<file path="src/rtl/mio_arbiter.sv">
// mio_arbiter: shares one fixed-latency memory/IO bus between the CPU and a
// secondary master (DMA/display fetch). CPU has priority; the secondary port
// is forced through after MAX_WAIT consecutive contested CPU grants.
//
// state | meaning
// IDLE  | no access in flight; a request here is granted and latched
// BUSY  | mem_en held for MEM_LAT cycles; read data captured on exit
// DONE  | one-cycle ready pulse to the owner; memory outputs low
`timescale 1ns/1ps

module mio_arbiter #(
    parameter int MEM_LAT  = 1,
    parameter int MAX_WAIT = 4
) (
    input  logic        clk,
    input  logic        reset,
    input  logic        cpu_req,
    input  logic        cpu_we,
    input  logic [31:0] cpu_addr,
    input  logic [31:0] cpu_wdata,
    output logic        cpu_ready,
    output logic [31:0] cpu_rdata,
    input  logic        dma_req,
    input  logic        dma_we,
    input  logic [31:0] dma_addr,
    input  logic [31:0] dma_wdata,
    output logic        dma_ready,
    output logic [31:0] dma_rdata,
    output logic        mem_en,
    output logic        mem_we,
    output logic [31:0] mem_addr,
    output logic [31:0] mem_wdata,
    input  logic [31:0] mem_rdata,
    output logic        busy,
    output logic        owner
);

    localparam int CW = $clog2(MEM_LAT + 1);
    localparam int SW = $clog2(MAX_WAIT + 1);
    localparam logic [CW-1:0] CNT_LAST   = CW'(MEM_LAT - 1);
    localparam logic [SW-1:0] STREAK_MAX = SW'(MAX_WAIT);

    typedef enum logic [1:0] {
        S_IDLE = 2'd0,
        S_BUSY = 2'd1,
        S_DONE = 2'd2
    } state_t;

    state_t         r_state;
    logic [CW-1:0]  r_cnt;
    logic [SW-1:0]  r_streak;
    logic           r_owner;
    logic           r_busy;
    logic           r_mem_en;
    logic           r_mem_we;
    logic [31:0]    r_mem_addr;
    logic [31:0]    r_mem_wdata;
    logic           r_cpu_ready;
    logic           r_dma_ready;
    logic [31:0]    r_cpu_rdata;
    logic [31:0]    r_dma_rdata;

    logic           w_any_req;
    logic           w_grant_dma;
    logic           w_cnt_last;

    // Arbitration decision for the IDLE cycle: CPU first unless the DMA port has waited MAX_WAIT times
    assign w_any_req   = cpu_req | dma_req;
    assign w_grant_dma = dma_req & (~cpu_req | (r_streak == STREAK_MAX));
    assign w_cnt_last  = (r_cnt == CNT_LAST);

    // Sequencer: grant and latch in IDLE, hold the bus in BUSY, pulse ready in DONE
    always_ff @(posedge clk or negedge reset) begin
        if (!reset) begin
            r_state     <= S_IDLE;
            r_cnt       <= '0;
            r_streak    <= '0;
            r_owner     <= 1'b0;
            r_busy      <= 1'b0;
            r_mem_en    <= 1'b0;
            r_mem_we    <= 1'b0;
            r_mem_addr  <= '0;
            r_mem_wdata <= '0;
            r_cpu_ready <= 1'b0;
            r_dma_ready <= 1'b0;
            r_cpu_rdata <= '0;
            r_dma_rdata <= '0;
        end else begin
            case (r_state)
                S_IDLE: begin
                    if (w_any_req) begin
                        r_state     <= S_BUSY;
                        r_cnt       <= '0;
                        r_owner     <= w_grant_dma;
                        r_busy      <= 1'b1;
                        r_mem_en    <= 1'b1;
                        r_mem_we    <= w_grant_dma ? dma_we    : cpu_we;
                        r_mem_addr  <= w_grant_dma ? dma_addr  : cpu_addr;
                        r_mem_wdata <= w_grant_dma ? dma_wdata : cpu_wdata;
                        // streak counts only CPU wins that made the DMA port wait
                        if (w_grant_dma || !dma_req) begin
                            r_streak <= '0;
                        end else if (r_streak != STREAK_MAX) begin
                            r_streak <= r_streak + 1'b1;
                        end
                    end
                end
                S_BUSY: begin
                    r_cnt <= r_cnt + 1'b1;
                    if (w_cnt_last) begin
                        if (!r_mem_we) begin
                            if (r_owner) begin
                                r_dma_rdata <= mem_rdata;
                            end else begin
                                r_cpu_rdata <= mem_rdata;
                            end
                        end
                        r_state     <= S_DONE;
                        r_mem_en    <= 1'b0;
                        r_mem_we    <= 1'b0;
                        r_mem_addr  <= '0;
                        r_mem_wdata <= '0;
                        r_cpu_ready <= ~r_owner;
                        r_dma_ready <= r_owner;
                    end
                end
                S_DONE: begin
                    r_state     <= S_IDLE;
                    r_busy      <= 1'b0;
                    r_cpu_ready <= 1'b0;
                    r_dma_ready <= 1'b0;
                end
                default: begin
                    r_state     <= S_IDLE;
                    r_busy      <= 1'b0;
                    r_mem_en    <= 1'b0;
                    r_mem_we    <= 1'b0;
                    r_mem_addr  <= '0;
                    r_mem_wdata <= '0;
                    r_cpu_ready <= 1'b0;
                    r_dma_ready <= 1'b0;
                end
            endcase
        end
    end

    assign cpu_ready = r_cpu_ready;
    assign dma_ready = r_dma_ready;
    assign cpu_rdata = r_cpu_rdata;
    assign dma_rdata = r_dma_rdata;
    assign mem_en    = r_mem_en;
    assign mem_we    = r_mem_we;
    assign mem_addr  = r_mem_addr;
    assign mem_wdata = r_mem_wdata;
    assign busy      = r_busy;
    assign owner     = r_owner;

endmodule

</file>
<file path="config.mk">
export PLATFORM = sky130hd
export DESIGN_NAME = mio_arbiter
export DESIGN_NICKNAME = d
export VERILOG_FILES = /design/src/rtl/mio_arbiter.sv
export SDC_FILE = /design/constraint.sdc
export NUM_CORES = 1
export LEC_CHECK = 0
export ABC_AREA = 1
export BUFFER_PORTS_ARGS = -buffer_cell sky130_fd_sc_hd__buf_4
export CORE_MARGIN = 4
export CORE_UTILIZATION = 50
export CTS_CLUSTER_DIAMETER = 120
export DETAILED_ROUTE_END_ITERATION = 8
export GPL_ROUTABILITY_DRIVEN = 0
export PLACE_DENSITY = 0.84
export SLEW_MARGIN = 15
export SYNTH_ARGS = -nofsm -noshare
export SYNTH_HDL_FRONTEND = slang
export SYNTH_SLANG_ARGS = --single-unit
export TNS_END_PERCENT = 20
</file>
<file path="constraint.sdc">
create_clock -name clk -period 2.6 [get_ports clk]
set_input_delay 0.13 -clock clk [delete_from_list [all_inputs] [get_ports clk]]
set_output_delay 0.13 -clock clk [all_outputs]
set_load 0.005 [all_outputs]
</file>
==> results.toml <==
[layout]
syn2layout_area_growth_pct = 44.9
multi_input_area_um2 = 2340
final_area_um2 = 9940
drive_gt1_frac = 0.331
antennaDiodeCount = 0
fin_util = 0.745
final_cells = 1348
nFillCells = 992
nNetsFinal = 1327
seqCellArea_um2 = 3500

[worst_hold_path]
hold-path-cell-count = 3
worstHoldPathType = "in -> reg"

[timing]
finalMaxSlewViolations = 0
worst_slew_pin_slew_ns = 0.903
rsz0062_at_grt = "no"
fin_worst_skew_ns = 0.00631
period_share = 0.760
setup_viol = 0
tns_ns = 0
post-route-min-period_ns = 1.98
slew_headroom = 0.398
max_freq_mhz = 506
final_hold_viol_count = 0

[synthesis]
syn_nets = 1022
synth-seq-cells = 140
ys_warn_count = 0
avgSynthCellArea_um2 = 8.03
synth_top_area_frac = 0.511
yosysTopAreaCell = "dfrtp_1"
synthCells = 854
synth_cell_types = 19
seq_area_frac_synth = 0.511
synth.area.top_cells = "dfrtp_1, nand2_1, nand3_1, inv_1, o21ai_2"
syn_area_um2 = 6860

[worst_setup_path]
r2r_cells = 4
path_cells = "nor2_2 > nand3_4 > nand2_1 > o21ai_2"
cp_slowest_cell = "nand3_4"
crit_family = "simple AND/OR/NAND/NOR gates"
worstSetupPathType = "reg -> reg"
cp.buffers_inverters = 0
startpoint_type = "register"
crit_path_max_incr_delay_ns = 0.66
endpoint_kind = "register"
cp.arrival_ns = 2.25
critPathRequiredTime_ns = 2.87
worstPathMaxFanout = 64
crit_cells = 4

[drt]
vias_per_cell = 4.88
first_pass_iters = 6
first_iter_violations = 502
drcViolationCount = 0
totalWireLength_mm = 20.5
wl_per_cell_um = 15.2
antenna_left = 0
vias = 6576

[floorplan]
fp.dieH_um = 125
io_pins = 300
start_util = 0.514
die_area_um2 = 15700
die_w_um = 125
core_um2 = 13300
placementRows = 42

[clock_network]
post_cts_resize_count = 0
insertion_delay_ns = 0.41
cts_buffers = 17
clk_path_buf_depth = 2
htree_num_levels = 4
cts.sinks = 140
clkTransAtPathRegs_ns = 0.06
clockRootBuffer = "clkbuf_16"
cts_tree = "built"

[global_routing]
grt_max_degree = 65
grt_pass1_vias = 6636
grt_first_pass_wirelength_mm = 33.3
antenna_found_initial = 0
track_usage = 0.263
grt_overflow = 0

[pwr]
p_sw_w = 0.00373
pwr-share-seq = 0.356
power_w = 0.0105
vdd_drop_max_mv = 0.527
power_density_nw_per_um2 = 1060
p_clk_frac = 0.247
combPwrFrac = 0.397
power.internal_w = 0.00679
p_sw_frac = 0.355
leakage_nw = 5.84

[placed_design]
placed_area_um2 = 9060
hpwl_mm = 14.2
dp.cells = 1292
port_buffers = 299

[job]
max_cap_viol_count = 0

[status]
status = "completed"
## final timing paths
check / start / end / slack, ns
hold reg to reg: mem_wdata[20] / mem_wdata[20] / 0.48
hold / removal: mem_rdata[28] / cpu_rdata[28] / 0.0005
setup / recovery: r_cnt / dma_rdata[14] / 0.62
setup reg to reg: r_cnt / dma_rdata[14] / 0.62
min in group asynchronous: reset / mem_wdata[29] / 0.25
max in group asynchronous: reset / dma_rdata[12] / 1.58
## cells in the mapped netlist
master / instances
o21ai_2: 35
nand3_2: 2
inv_2: 1
buf_6: 21
nor2_1: 3
xor2_1: 1
buf_2: 20
nand3_1: 134
buf_4: 5
nor2_4: 3
ha_1: 2
dfrtp_1: 140
nand3_4: 2
nor2_2: 1
o21ai_1: 32
o21ai_0: 5
inv_1: 170
clkbuf_1: 2
nand2_1: 275
## flip-flops by register name (all words and copies together) (netlist names), 2 cells and up
signal and count:
mem_addr 32, mem_wdata 32, r_streak 3, r_state 2, dma_rdata 32, cpu_rdata 32
## kinds of logic (layout without fill, tap and decap cells)
group,after synthesis,in the layout,share of synthesized area
flip-flops,140,140,0.511
AND/OR/NAND/NOR,420,420,0.264
adder cells (fa/ha/maj),2,2,0.00365
XOR/XNOR,1,1,0.00128
AO/OA/AOI/OAI,72,72,0.0717
buffers and inverters,219,537,0.149
## layout make-up
cell class	instances	share of cell area
Sequential cell	140	0.352
Timing Repair Buffer	334	0.261
Multi-Input combinational cell	495	0.235
Inverter	171	0.0646
Clock buffer	17	0.0428
Tap cell	176	0.0222
Clock inverter	15	0.0214
## through the flow
stage	setup WS [ns]	hold slack [ns]
finish	0.623	0.000541
global route	0.495	0.00774
CTS	0.618	0.00104
floorplan	1.27	-0.166
detailed placement	0.686	0.120
global placement	0.775	0.119
## repair_timing
item / 4_1_cts / 5_1_grt
hold buffers: 24 / 0
hold endpoints to repair: 86 / 0
setup buffers: 0 / 0
## cell usage in the layout (no fill, tap or decap), drive strengths merged
| cell | count |
|---|---|
| nand3 | 138 |
| xor2 | 1 |
| dfrtp | 140 |
| buf | 310 |
| dlygate4sd3 | 24 |
| nand2 | 275 |
| clkbuf | 17 |
| o21ai | 72 |
| clkinv | 6 |
| nor2 | 7 |
| inv | 175 |
| clkinvlp | 1 |
| ha | 2 |
| bufinv | 4 |
## worst reg2reg max path, cell delays in order (launching register included)
cell and delay (ns):
dfrtp_1 0.45, nor2_2 0.25, nand3_4 0.66, nand2_1 0.39, o21ai_2 0.09
## power by group through the flow
| stage | clock [W] | sequential, W | combinational (W) |
|---|---|---|---|
| detailed placement | 0 | 0.00374 | 0.00413 |
| CTS | 0.00263 | 0.00374 | 0.00421 |
| finish | 0.00260 | 0.00375 | 0.00418 |
| global placement | 0 | 0.00372 | 0.00401 |
| global route | 0.00274 | 0.00386 | 0.00462 |
| floorplan | 0 | 0.00376 | 0.00203 |
## metal layers
metal,share of wire,GRT usage
met1,0.39,0.319
met2,0.50,0.453
met3,0.085,0.0746
met4,0.023,0.0855
met5,0,0
Note: power is estimated with default switching activity, not from simulation.
